[config.mk]
export PLATFORM = sky130hd
export DESIGN_NAME = pipeline_sequencer_flat
export DESIGN_NICKNAME = d
export VERILOG_FILES = /design/src/rtl/pipeline_sequencer_if.sv /design/src/rtl/pipeline_sequencer.sv /design/src/flat_wrapper.sv
export SDC_FILE = /design/constraint.sdc
export NUM_CORES = 1
export LEC_CHECK = 0
export CORE_UTILIZATION = 40
export CTS_CLUSTER_DIAMETER = 200
export DETAILED_ROUTE_END_ITERATION = 6
export GPL_ROUTABILITY_DRIVEN = 0
export PLACE_DENSITY = 0.77
export SYNTH_ARGS = -nofsm -noshare
export SYNTH_HDL_FRONTEND = slang
export SYNTH_SLANG_ARGS = --single-unit
[constraint.sdc]
create_clock -name clk -period 1.85 [get_ports clk]
set_input_delay 0.2775 -clock clk [delete_from_list [all_inputs] [get_ports clk]]
set_output_delay 0.2775 -clock clk [all_outputs]
set_load 0.02 [all_outputs]
[src/rtl/pipeline_sequencer_if.sv]
// Signal bundle between the pipeline datapath (master) and the stall/flush sequencer (slave).
interface pipeline_sequencer_if #(
   parameter int CNT_W = 16
);
   logic             id_valid;
   logic [4:0]       id_rs1;
   logic [4:0]       id_rs2;
   logic             id_uses_rs1;
   logic             id_uses_rs2;
   logic             id_fp_src;
   logic             id_is_multi;
   logic             redirect;
   logic             ex_reg_we;
   logic             ex_fp_dest;
   logic [1:0]       ex_din_src;
   logic [4:0]       ex_rd;
   logic             mem_reg_we;
   logic             mem_fp_dest;
   logic [4:0]       mem_rd;
   logic             cnt_clr;
   logic             pc_we;
   logic             ifid_we;
   logic             idex_we;
   logic             ifid_flush;
   logic             idex_flush;
   logic             exmem_flush;
   logic             multi_busy;
   logic [CNT_W-1:0] stall_count;

   modport master (
      output id_valid, id_rs1, id_rs2, id_uses_rs1, id_uses_rs2, id_fp_src, id_is_multi,
             redirect, ex_reg_we, ex_fp_dest, ex_din_src, ex_rd, mem_reg_we, mem_fp_dest,
             mem_rd, cnt_clr,
      input  pc_we, ifid_we, idex_we, ifid_flush, idex_flush, exmem_flush, multi_busy,
             stall_count
   );

   modport slave (
      input  id_valid, id_rs1, id_rs2, id_uses_rs1, id_uses_rs2, id_fp_src, id_is_multi,
             redirect, ex_reg_we, ex_fp_dest, ex_din_src, ex_rd, mem_reg_we, mem_fp_dest,
             mem_rd, cnt_clr,
      output pc_we, ifid_we, idex_we, ifid_flush, idex_flush, exmem_flush, multi_busy,
             stall_count
   );
endinterface

[src/rtl/pipeline_sequencer.sv]
// Stall/flush sequencer for the five-stage pipeline: hazard stalls, multi-cycle FPU hold, redirect squash.
// Define FWD_EN when forwarding paths exist (only load-use then stalls).
module pipeline_sequencer #(
   parameter int MULT_LATENCY = 5,
   parameter int CNT_W        = 16
) (
   input logic                 clk,
   input logic                 rst_n,
   pipeline_sequencer_if.slave sif
);
   localparam int MC_W = $clog2(MULT_LATENCY + 1);
   localparam logic [0:0] RUN   = 1'b0;
   localparam logic [0:0] MULTI = 1'b1;

   logic [0:0]       state_reg, state_next;
   logic [MC_W-1:0]  mcnt_reg, mcnt_next;
   logic [CNT_W-1:0] stall_reg, stall_next;
   logic             match_ex, match_mem, load_use, hazard;

   // Integer r0 is hardwired zero and never a dependency; FP f0 is a real register.
   function automatic logic match(input logic valid, input logic fp_src, input logic we,
                                  input logic fp_dest, input logic [4:0] rd,
                                  input logic [4:0] src, input logic used);
      return valid && we && used && (rd == src) && (fp_dest == fp_src) &&
             (fp_dest || (rd != 5'd0));
   endfunction

   always_comb begin
      match_ex  = match(sif.id_valid, sif.id_fp_src, sif.ex_reg_we, sif.ex_fp_dest, sif.ex_rd,
                        sif.id_rs1, sif.id_uses_rs1) ||
                  match(sif.id_valid, sif.id_fp_src, sif.ex_reg_we, sif.ex_fp_dest, sif.ex_rd,
                        sif.id_rs2, sif.id_uses_rs2);
      match_mem = match(sif.id_valid, sif.id_fp_src, sif.mem_reg_we, sif.mem_fp_dest, sif.mem_rd,
                        sif.id_rs1, sif.id_uses_rs1) ||
                  match(sif.id_valid, sif.id_fp_src, sif.mem_reg_we, sif.mem_fp_dest, sif.mem_rd,
                        sif.id_rs2, sif.id_uses_rs2);
      load_use  = match_ex && (sif.ex_din_src == 2'b01);
`ifdef FWD_EN
      hazard    = load_use;
`else
      hazard    = match_ex || match_mem;
`endif
   end

   always_comb begin
      sif.pc_we       = 1'b1;
      sif.ifid_we     = 1'b1;
      sif.idex_we     = 1'b1;
      sif.ifid_flush  = 1'b0;
      sif.idex_flush  = 1'b0;
      sif.exmem_flush = 1'b0;
      sif.multi_busy  = 1'b0;
      state_next      = state_reg;
      mcnt_next       = mcnt_reg;
      if (!rst_n) begin
         sif.pc_we       = 1'b0;
         sif.ifid_we     = 1'b0;
         sif.idex_we     = 1'b0;
         sif.ifid_flush  = 1'b1;
         sif.idex_flush  = 1'b1;
         sif.exmem_flush = 1'b1;
      end else if (state_reg == MULTI) begin
         sif.pc_we       = 1'b0;
         sif.ifid_we     = 1'b0;
         sif.idex_we     = 1'b0;
         sif.exmem_flush = 1'b1;
         sif.multi_busy  = 1'b1;
         mcnt_next       = mcnt_reg - 1'b1;
         if (mcnt_reg == MC_W'(1))
            state_next = RUN;
      end else if (hazard) begin
         sif.pc_we      = 1'b0;
         sif.ifid_we    = 1'b0;
         sif.idex_flush = 1'b1;
      end else if (sif.id_valid && sif.id_is_multi) begin
         // Issue proceeds as normal flow; a same-cycle redirect is dropped and re-presented later.
         state_next = MULTI;
         mcnt_next  = MC_W'(MULT_LATENCY - 1);
      end else if (sif.redirect) begin
         sif.ifid_flush = 1'b1;
      end
   end

   always_comb begin
      stall_next = stall_reg;
      if (sif.cnt_clr)
         stall_next = '0;
      else if (!sif.pc_we && (stall_reg != {CNT_W{1'b1}}))
         stall_next = stall_reg + 1'b1;
   end

   always_ff @(posedge clk or negedge rst_n) begin
      if (!rst_n) begin
         state_reg <= RUN;
         mcnt_reg  <= '0;
         stall_reg <= '0;
      end else begin
         state_reg <= state_next;
         mcnt_reg  <= mcnt_next;
         stall_reg <= stall_next;
      end
   end

   assign sif.stall_count = stall_reg;
endmodule

[src/flat_wrapper.sv]
// flat-port wrapper written by rule: the top's interface ports become plain ports
module pipeline_sequencer_flat 
#(
   parameter int MULT_LATENCY = 5,
   parameter int CNT_W        = 16
)
  (clk, rst_n, sif_id_valid, sif_id_rs1, sif_id_rs2, sif_id_uses_rs1, sif_id_uses_rs2, sif_id_fp_src, sif_id_is_multi, sif_redirect, sif_ex_reg_we, sif_ex_fp_dest, sif_ex_din_src, sif_ex_rd, sif_mem_reg_we, sif_mem_fp_dest, sif_mem_rd, sif_cnt_clr, sif_pc_we, sif_ifid_we, sif_idex_we, sif_ifid_flush, sif_idex_flush, sif_exmem_flush, sif_multi_busy, sif_stall_count);
  pipeline_sequencer_if #(.CNT_W(CNT_W)) sif_i ();
  input logic clk;
  input logic rst_n;
  input wire logic [$bits(sif_i.id_valid)-1:0] sif_id_valid;
  input wire logic [$bits(sif_i.id_rs1)-1:0] sif_id_rs1;
  input wire logic [$bits(sif_i.id_rs2)-1:0] sif_id_rs2;
  input wire logic [$bits(sif_i.id_uses_rs1)-1:0] sif_id_uses_rs1;
  input wire logic [$bits(sif_i.id_uses_rs2)-1:0] sif_id_uses_rs2;
  input wire logic [$bits(sif_i.id_fp_src)-1:0] sif_id_fp_src;
  input wire logic [$bits(sif_i.id_is_multi)-1:0] sif_id_is_multi;
  input wire logic [$bits(sif_i.redirect)-1:0] sif_redirect;
  input wire logic [$bits(sif_i.ex_reg_we)-1:0] sif_ex_reg_we;
  input wire logic [$bits(sif_i.ex_fp_dest)-1:0] sif_ex_fp_dest;
  input wire logic [$bits(sif_i.ex_din_src)-1:0] sif_ex_din_src;
  input wire logic [$bits(sif_i.ex_rd)-1:0] sif_ex_rd;
  input wire logic [$bits(sif_i.mem_reg_we)-1:0] sif_mem_reg_we;
  input wire logic [$bits(sif_i.mem_fp_dest)-1:0] sif_mem_fp_dest;
  input wire logic [$bits(sif_i.mem_rd)-1:0] sif_mem_rd;
  input wire logic [$bits(sif_i.cnt_clr)-1:0] sif_cnt_clr;
  output wire logic [$bits(sif_i.pc_we)-1:0] sif_pc_we;
  output wire logic [$bits(sif_i.ifid_we)-1:0] sif_ifid_we;
  output wire logic [$bits(sif_i.idex_we)-1:0] sif_idex_we;
  output wire logic [$bits(sif_i.ifid_flush)-1:0] sif_ifid_flush;
  output wire logic [$bits(sif_i.idex_flush)-1:0] sif_idex_flush;
  output wire logic [$bits(sif_i.exmem_flush)-1:0] sif_exmem_flush;
  output wire logic [$bits(sif_i.multi_busy)-1:0] sif_multi_busy;
  output wire logic [$bits(sif_i.stall_count)-1:0] sif_stall_count;
  assign sif_i.id_valid = sif_id_valid;
  assign sif_i.id_rs1 = sif_id_rs1;
  assign sif_i.id_rs2 = sif_id_rs2;
  assign sif_i.id_uses_rs1 = sif_id_uses_rs1;
  assign sif_i.id_uses_rs2 = sif_id_uses_rs2;
  assign sif_i.id_fp_src = sif_id_fp_src;
  assign sif_i.id_is_multi = sif_id_is_multi;
  assign sif_i.redirect = sif_redirect;
  assign sif_i.ex_reg_we = sif_ex_reg_we;
  assign sif_i.ex_fp_dest = sif_ex_fp_dest;
  assign sif_i.ex_din_src = sif_ex_din_src;
  assign sif_i.ex_rd = sif_ex_rd;
  assign sif_i.mem_reg_we = sif_mem_reg_we;
  assign sif_i.mem_fp_dest = sif_mem_fp_dest;
  assign sif_i.mem_rd = sif_mem_rd;
  assign sif_i.cnt_clr = sif_cnt_clr;
  assign sif_pc_we = sif_i.pc_we;
  assign sif_ifid_we = sif_i.ifid_we;
  assign sif_idex_we = sif_i.idex_we;
  assign sif_ifid_flush = sif_i.ifid_flush;
  assign sif_idex_flush = sif_i.idex_flush;
  assign sif_exmem_flush = sif_i.exmem_flush;
  assign sif_multi_busy = sif_i.multi_busy;
  assign sif_stall_count = sif_i.stall_count;
  pipeline_sequencer #(.MULT_LATENCY(MULT_LATENCY), .CNT_W(CNT_W)) u_core (.clk(clk), .rst_n(rst_n), .sif(sif_i));
endmodule
Word-level counts from Yosys, hierarchy flattened
Index checks and enable logic that the tools add are counted.
{"block": "classes", "add_sub_neg": 2, "mul": 0, "n_div": 0, "n_lt_le_gt_ge": 0, "eq_ne": 9, "n_shift": 0, "n_mux": 25, "bitwise": 0, "n_reduce_logical": 31}
{"operator": "16-bit two-way mux", "count": 2}
{"operator": "5-bit == test", "count": 4}
{"operator": "1-bit logical AND", "count": 20}
{"operator": "1-bit two-way mux", "count": 20}
{"operator": "16-bit by 1-bit adder with 16-bit output, second input constant", "count": 1}
{"operator": "16-bit != test, second input constant", "count": 1}
{"operator": "5-bit nonzero test", "count": 2}
{"operator": "3-bit two-way mux", "count": 3}
{"operator": "1-bit logical OR", "count": 5}
{"operator": "2-bit nonzero test", "count": 2}
{"operator": "3-bit by 1-bit == test with 1-bit output, second input constant", "count": 1}
{"operator": "3-bit AND reduction", "count": 1}
{"operator": "3-bit by 1-bit subtractor with 3-bit output, second input constant", "count": 1}
{"operator": "1-bit == test", "count": 2}
{"operator": "2-bit by 1-bit != test with 1-bit output, second input constant", "count": 1}
{"operator": "1-bit zero test", "count": 1}
{"block": "totals", "ff_bits": 20, "latch_bits": 0, "ramBits": 0, "rom_bits": 0, "input_bits": 35, "output_inout_bits": 23, "word_cells": 70, "mem_count": 0}

Longest topological paths before layout
Gate-level depths: netlist (run 1).
{"block": "depth", "depth_word": 14, "depth_mapped": 9, "mapped_depth_nobuf": 7}

Least setup slack after synthesis (run 1)
No wires, ideal clock.
{"block": "synth_path", "kind": "register to output", "start": "register u_core.state_reg", "end": "output sif_pc_we", "arrival_time_ns": 1.995, "required_ns": 1.572, "path_slack_ns": -0.423, "path_stages_with_launch": 7, "path_cell_list": "dfrtp_1 > nor2b_1 > o221ai_4 > inv_2 > buf_6 > clkbuf_1 > buf_4"}
{"block": "synth_via", "elab_chain_len": 2}
{"item": "from (decl)", "line": "pipeline_sequencer.sv:15", "text": "logic [0:0] state_reg, state_next;"}
{"item": "from (signal assigned)", "line": "pipeline_sequencer.sv:98", "text": "state_reg <= state_next;"}
{"item": "1-bit two-way mux (2 in series)"}
{"item": "to (decl)", "line": "flat_wrapper.sv:27", "text": "output wire logic [$bits(sif_i.pc_we)-1:0] sif_pc_we;"}
Every way passes these cells.

Final worst setup path (run 1)
{"block": "layout_path", "start": "input sif_id_rs1[4]", "end": "register u_core.stall_reg[4] (netlist: u_core.sif.stall_count[4])"}
{"block": "layout_via", "elab_chain_len": 12, "elab_cells_between_ends": 17, "classes_between": "eq/ne: 2; mux: 3; reduce/logical: 12"}
{"item": "from (decl)", "line": "flat_wrapper.sv:12", "text": "input wire logic [$bits(sif_i.id_rs1)-1:0] sif_id_rs1;"}
{"item": "5-bit == test", "line": "pipeline_sequencer.sv:24", "text": "return valid && we && used && (rd == src) && (fp_dest == fp_src) &&"}
{"item": "1-bit logical AND (3 in series)", "line": "pipeline_sequencer.sv:24"}
{"item": "1-bit logical OR, on equally long branches", "line": "pipeline_sequencer.sv:30, pipeline_sequencer.sv:34"}
{"item": "1-bit logical OR *", "line": "pipeline_sequencer.sv:41", "text": "hazard = match_ex || match_mem;"}
{"item": "1-bit two-way mux *", "line": "pipeline_sequencer.sv:71", "text": "end else if (hazard) begin"}
{"item": "1-bit two-way mux *", "line": "pipeline_sequencer.sv:62", "text": "end else if (state_reg == MULTI) begin"}
{"item": "1-bit two-way mux *", "line": "pipeline_sequencer.sv:55", "text": "if (!rst_n) begin"}
{"item": "1-bit zero test *", "line": "pipeline_sequencer.sv:88", "text": "else if (!sif.pc_we && (stall_reg != {CNT_W{1'b1}}))"}
{"item": "1-bit logical AND *", "line": "pipeline_sequencer.sv:88"}
{"item": "2-bit nonzero test (no source line) *"}
{"item": "to (signal assigned)", "line": "pipeline_sequencer.sv:100", "text": "stall_reg <= stall_next;"}
{"item": "to (decl)", "line": "pipeline_sequencer.sv:17", "text": "logic [CNT_W-1:0] stall_reg, stall_next;"}
Every way passes the cells marked *; elsewhere a longest branch is shown, timed or not.
A chain may end at the register's enable or synchronous reset.

==> out/metrics.yaml, run 1 <==
run_status:
  status: "complete, but fails checks"
  violations: "setup timing"
clocking:
  cts_tree: "done"
  numCtsBuffers: 3
  cts_buffer_depth: 2
  cts_hold_buf: 0
  cts_num_sinks: 20
  cts_htree_levels: 1
  worst_skew_pair.late_latency_ns: 0.26
  clkSlewWorstSetupHoldPaths_ns: 0.08
  root_buffer: "clkbuf_8"
logic_synthesis:
  synthAdderAreaFrac_pct: 2.48
  avgSynthCellArea_sq_um: 8.77
  synth_xor_area_share_pct: 11.6
  synth_edf_count: 0
  synth-simple-area-share_pct: 26.2
  synth.area.mux_share_pct: 3.71
  synthesis.area_sq_um: 1520
  synth_seq_cells: 20
  synth.distinct_cells: 42
  syn_nets: 211
  synth_top_family_by_area: "simple AND/OR/NAND/NOR gates"
  ys_async_sr_fraction_pct: 100
  syn_inst: 173
  ys_warn_count: 0
  synth_flop_cell: "dfrtp_1"
  synth-compound-area-share_pct: 18.5
  ys_seq_area_share_pct: 33.0
critical_path:
  r2r_slack_ns: -0.03
  cpMostUsedCell: "buf_6"
  cp_max_fo: 7
  required_ns: 2.04
  cp-start-kind: "input pin"
  critPathBufInv: 4
  slowest_delay_ns: 0.51
  timing.rr.end: "u_core.sif.stall_count[15]"
  arrival_ns: 2.15
  r2r-start: "u_core.sif.stall_count[7]"
  path_class: "input pin to register"
  cp-end-kind: "register"
  path_cells: "buf_2 -> xnor2_1 -> nand4_1 -> o22a_1 -> buf_6 -> o221ai_4 -> inv_4 -> buf_6 -> or4_4 -> a21oi_2"
  crit_slowest_cell: "or4_4"
  r2r_cells: 6
  cpLargestDelayFamily: "simple AND/OR/NAND/NOR gates"
power_and_ir_drop:
  powerDensity_nw_per_um2: 610
  netSwitchingFraction_pct: 36.7
  p_sw_w: 0.000616
  p_clk_share_pct: 18.3
  p_leak_nw: 1.13
  p_int_w: 0.00106
  p_comb_share_pct: 48.5
  peakVddDrop_v: 0.000504
  p_seq_share_pct: 33.2
sta:
  slew_violations: 0
  rsz0062_at_grt: "true"
  setup_ws_ns: -0.114
  relSlewSlack_pct: 79.3
  finalCriticalPeriod_ns: 1.96
  worst_pin_slew_ns: 0.308
  hold_violations: 0
  worst_clock_skew_ns: 0.00312
  min_period_over_period_pct: 106
  fmax_mhz: 509
  setup_viol: 10
global_route:
  antenna_found_initial: 0
  grt_usage_pct: 24.0
  first_global_vias: 1669
  grt_pass1_wl_microns: 7640
  grt-ovfl-total: 0
  grt_start_max_net_pins: 22
layout:
  layout-drive-gt1-share_pct: 47.7
  final_nets: 305
  area_delta_synth_final_pct: 81.2
  postLayoutCoreUtil_pct: 75.1
  largest_reg_flops: 16
  diodes: 0
  fin_cells: 314
detailed_routing:
  drt_pre_antenna_iters: 4
  postRouteWirelength_microns: 5150
  vias: 1755
  drt_iter0_drc: 100
  antenna_left: 0
  drc: 0
  wl_per_cell_microns: 16.4
  vias_per_cell: 5.59
floorplanning:
  dieArea_sq_um: 4040
  dieWidth_microns: 63.6
  ios: 58
  rows: 22
  die_h_microns: 63.6
  initial_core_util_pct: 41.4
  fp.coreArea_sq_um: 3660
worst_hold_path:
  hold_path_class: "input pin to async pin"
placed_design:
  numPortBuffers: 55
  dp_slack_ns: -0.817
  dp.cells: 301
  dpl.hpwl_microns: 3480
job:
  cap_viol_max_count: 0
## how the worst max path moves through the flow
| stage | start | endpoint | cells after the start |
|---|---|---|---|
| after floorplan | sif_ex_rd[1] | u_core.sif.stall_count[5] | 8 |
| after global placement | sif_ex_rd[3] | u_core.sif.stall_count[15] | 10 |
| after detailed placement | sif_ex_rd[2] | u_core.sif.stall_count[15] | 10 |
| after CTS | sif_id_rs2[4] | u_core.sif.stall_count[4] | 10 |
| after global routing | sif_id_rs1[1] | u_core.sif.stall_count[4] | 10 |
| final | sif_id_rs1[4] | u_core.sif.stall_count[4] | 10 |
## routing by layer
metal	share of wire, %	global-route usage (%)	vias up	wire, microns
met4	0.89	5.97	0	46
met5	0	0	-	0
met2	52	42.0	58	2680
met1	43	30.3	863	2220
met3	3.9	3.99	4	201
li1	-	-	830	-
## placed cells by master, fill, tap and decap left out, types with 3 or more instances in the layout
master / synthesis / routed
buf_4: 1 / 34
clkdlybuf4s50_1: 0 / 20
buf_6: 1 / 19
xnor2_1: 20 / 11
dfrtp_1: 20 / 11
nor2_1: 11 / 10
nand4_1: 9 / 9
a21oi_1: 14 / 9
nand2_1: 10 / 9
buf_2: 2 / 9
dlygate4sd2_1: 0 / 9
dfrtp_2: 0 / 9
xnor2_2: 0 / 8
o31ai_1: 8 / 8
inv_1: 7 / 7
or4_4: 0 / 6
a21oi_2: 0 / 5
nand3_2: 1 / 4
nor2b_1: 5 / 4
nand3_1: 9 / 4
mux2_4: 0 / 4
or4_1: 10 / 4
nor3_2: 1 / 3
clkbuf_8: 0 / 3
## worst reg2reg max path, stage by stage (launching register included)
cell	delay, ns
dfrtp_2	0.40
nand3_4	0.10
nor3_4	0.20
nand2_2	0.13
or4_4	0.44
or4_4	0.43
a21oi_2	0.13
## cell families after synthesis
group	after synthesis
XOR/XNOR	20
adder cells (fa/ha/maj)	3
flip-flops	20
buffers and inverters	15
multiplexers	5
AO/OA/AOI/OAI	40
AND/OR/NAND/NOR	70
## cell type report
cell class / instances / area [sq um]
fill: 244 / 913
clock buffer: 4 / 45.0
inverter: 8 / 32.5
timing repair buffer: 96 / 858
sequential: 20 / 512
multi-input combinational: 138 / 1240
tap: 48 / 60.1
## Yosys cell counts, drive strengths merged (3+ instances only)
| master | n | share of area [%] |
|---|---|---|
| dfrtp | 20 | 33 |
| xnor2 | 20 | 12 |
| a21oi | 14 | 4.6 |
| nand2 | 11 | 2.9 |
| nor2 | 11 | 2.7 |
| nand3 | 10 | 3.6 |
| or4 | 10 | 5.0 |
| nand4 | 9 | 3.7 |
| inv | 8 | 2.0 |
| o31ai | 8 | 4.0 |
| nor3 | 6 | 2.3 |
| mux2 | 5 | 3.7 |
| nor2b | 5 | 2.1 |
| buf | 4 | 1.9 |
| o21ai | 4 | 1.3 |
| clkbuf | 3 | 0.74 |
| ha | 3 | 2.5 |
| o22a | 3 | 1.7 |
## per-stage QoR
step                      hold slack (ns)  cell area (sq um)  total power (W)  setup TNS [ns]
after floorplan                   -0.0181               1590         0.000940          -0.300
after global placement              0.466               2410          0.00125          -15.17
after detailed placement            0.475               2410          0.00127          -15.96
after CTS                           0.371               2530          0.00161          -0.178
after global routing                0.387               2750          0.00178           -2.22
final                               0.403               2750          0.00168          -0.600
## timing repair
item | in CTS | in global routing
resized for setup | 154 | 37
setup endpoints to repair | 25 | 20
pin swaps | 32 | 17
buffers inserted | 3 | 6
## power groups by stage
| stage | Combinational [W] | Clock [W] | Sequential (W) |
|---|---|---|---|
| 2_1_floorplan | 0.000360 | 0 | 0.000580 |
| 3_3_place_gp | 0.000695 | 0 | 0.000559 |
| 3_5_place_dp | 0.000712 | 0 | 0.000562 |
| 4_1_cts | 0.000745 | 0.000309 | 0.000552 |
| 5_1_grt | 0.000879 | 0.000336 | 0.000565 |
| 6_report | 0.000814 | 0.000307 | 0.000556 |
No activity file was read; power rests on OpenSTA's default activity.
==> run 2: changes to the inputs <==
- CORE_ASPECT_RATIO: unset -> 1.4
==> out/metrics.yaml, run 2 (synthesis gave the netlist of run 1 again) <==
run_status:
  status: "complete, but fails checks"
  violations: "setup timing"
layout:
  area_delta_synth_final_pct: 82.0
  final_cell_mix: "39 x buf_4, 20 x clkdlybuf4s50_1, 14 x xnor2_2, 14 x buf_2"
  layout_commonest_cell: "buf_4"
  final_nets: 307  # +0.66%
  postLayoutCoreUtil_pct: 75.8  # +0.70 points
  largest_reg_flops: 16  # unchanged
  fillers: 257  # +5.3%
  diodes: 0  # unchanged
  layout-drive-gt1-share_pct: 49.3  # +1.5 points
floorplanning:
  dieWidth_microns: 54.0  # -15%
  initial_core_util_pct: 41.6  # +0.20 points
  dieArea_sq_um: 4050  # about the same
  ios: 58  # unchanged
  die_h_microns: 74.9  # +18%
  rows: 26  # +18%
  fp.coreArea_sq_um: 3640  # -0.48%
sta:
  worst_pin_slew_ns: 0.404  # +0.0962 ns
  hold_violations: 0  # unchanged
  slew_violations: 0  # unchanged
  setup_viol: 18  # +8
  finalCriticalPeriod_ns: 2.07  # +0.106 ns
  setup_ws_ns: -0.220  # -0.106 ns
  worst_clock_skew_ns: 0.00617  # +0.00305 ns
  fmax_mhz: 483  # -5.1%
  min_period_over_period_pct: 112  # +5.7 points
  relSlewSlack_pct: 73.0  # -6.3 points
  rsz0062_at_grt: "true"
clocking:
  cts_hold_buf: 0  # unchanged
  cts_tree: "done"
  numCtsBuffers: 3  # unchanged
  root_buffer: "clkbuf_8"
  cts_buffer_depth: 2  # unchanged
  clkSlewWorstSetupHoldPaths_ns: 0.08  # about the same
  worst_skew_pair.late_latency_ns: 0.27  # about the same
  cts_htree_levels: 1  # unchanged
  cts_num_sinks: 20  # unchanged
critical_path:
  arrival_ns: 2.26  # +0.11 ns
  required_ns: 2.04  # about the same
  cp-end-kind: "register"
  cp_max_fo: 6  # -1
  cp-start-kind: "input pin"
  path_class: "input pin to register"
worst_hold_path:
  hold_path_class: "input pin to async pin"
detailed_routing:
  wl_per_cell_microns: 17.2  # +5.2%
  postRouteWirelength_microns: 5340  # +3.8%
  drt-met1-wl_microns: 1810  # -18%
  drt_iter0_drc: 41  # -59%
  routed.top_layer: "met4"
  drt_pre_antenna_iters: 4  # unchanged
  vias_per_cell: 5.75  # +3.0%
  met2_length_microns: 3020  # +13%
  drc: 0  # unchanged
  antenna_left: 0  # unchanged
  wl_met3_microns: 390  # +94%
  vias: 1784  # +1.7%
global_route:
  grt_usage_pct: 26.9  # +2.9 points
  grt-ovfl-total: 0  # unchanged
  antenna_found_initial: 0  # unchanged
  grt_start_max_net_pins: 18  # -18%
  first_global_vias: 1783  # +6.8%
  grt_pass1_wl_microns: 7800  # +2.1%
power_and_ir_drop:
  powerDensity_nw_per_um2: 648  # +6.2%
  power_w: 0.00179  # +6.7%
  peakVddDrop_v: 0.000558  # +11%
  p_leak_nw: 1.16  # +2.3%
placed_design:
  dpl.hpwl_microns: 3550  # +2.1%
  numPortBuffers: 55  # unchanged
  dp_slack_ns: -0.946  # -0.128 ns
job:
  cap_viol_max_count: 0  # unchanged
==> run 2: cell types whose count changed in the layout (fill, tap and decap cells not counted), moves of 3 or more <==
cell and change:
buf_4 +5, xnor2_2 +6, xnor2_1 -5, a21oi_1 -3, buf_2 +5, buf_6 -8, a21oi_2 +3
==> run 2: worst max-delay path: stages <==
cell      delay (ns)
buf_2           0.13
xnor2_2         0.18
nand4_1         0.16
o22a_1          0.23
buf_6           0.13
o221ai_4        0.22
inv_4           0.11
buf_12          0.15
or4_4           0.51
a21oi_2         0.15
==> run 2: stage by stage <==
step                      std cells  hold WS [ns]  TNS, ns  instance area [sq um]
after detailed placement        295         0.474   -17.28                   2400
final                           310         0.418    -2.77                   2760
after CTS                       307         0.408    -1.25                   2680
after global placement          295         0.460   -16.38                   2400
after floorplan                 173       -0.0181   -0.300                   1590
after global routing            310         0.415    -4.59                   2760
==> run 2: worst paths after layout <==
path,start,endpoint,slack [ns],cells past startpoint
max,sif_id_rs1[1],u_core.sif.stall_count[8],-0.22,10
min,rst_n,u_core.mcnt_reg[1],0.42,2
max reg2reg,u_core.sif.stall_count[7],u_core.sif.stall_count[15],-0.07,6
min reg2reg,u_core.mcnt_reg[1],u_core.mcnt_reg[1],0.49,1
max in group asynchronous,rst_n,u_core.sif.stall_count[4],0.98,3
min in group clk,u_core.mcnt_reg[1],u_core.mcnt_reg[1],0.49,1
==> run 2: repair_timing <==
action | CTS | global route
buffers inserted | 7 | 2
resized for setup | 164 | 11
gates cloned | 1 | 1
endpoints found under the setup margin | 26 | 21
pin swaps | 26 | 12
==> run 2: layout make-up <==
cell class              count  area (sq um)  share of cell area, %
multi-input cells         138          1250                   45.3
repair buffers             98           858                   31.1
flip-flops and latches     20           512                   18.5
clock buffers               4          55.1                   1.99
well taps                  42          52.6                   1.90
inverters                   8          32.5                   1.18
==> run 2: power by group <==
group / internal (W) / leakage (nW) / switching, W
sequential: 0.000498 / 0.254 / 0.0000638
combinational: 0.000466 / 0.875 / 0.000421
clock: 0.000190 / 0.0288 / 0.000150
total: 0.00115 / 1.16 / 0.000635
==> run 2: per-layer routing <==
| layer | global-route usage, % | vias to the layer above |
|---|---|---|
| met5 | 0 | - |
| met4 | 9.69 | 0 |
| met3 | 4.24 | 9 |
| met2 | 54.5 | 70 |
| met1 | 25.7 | 864 |
| li1 | - | 841 |
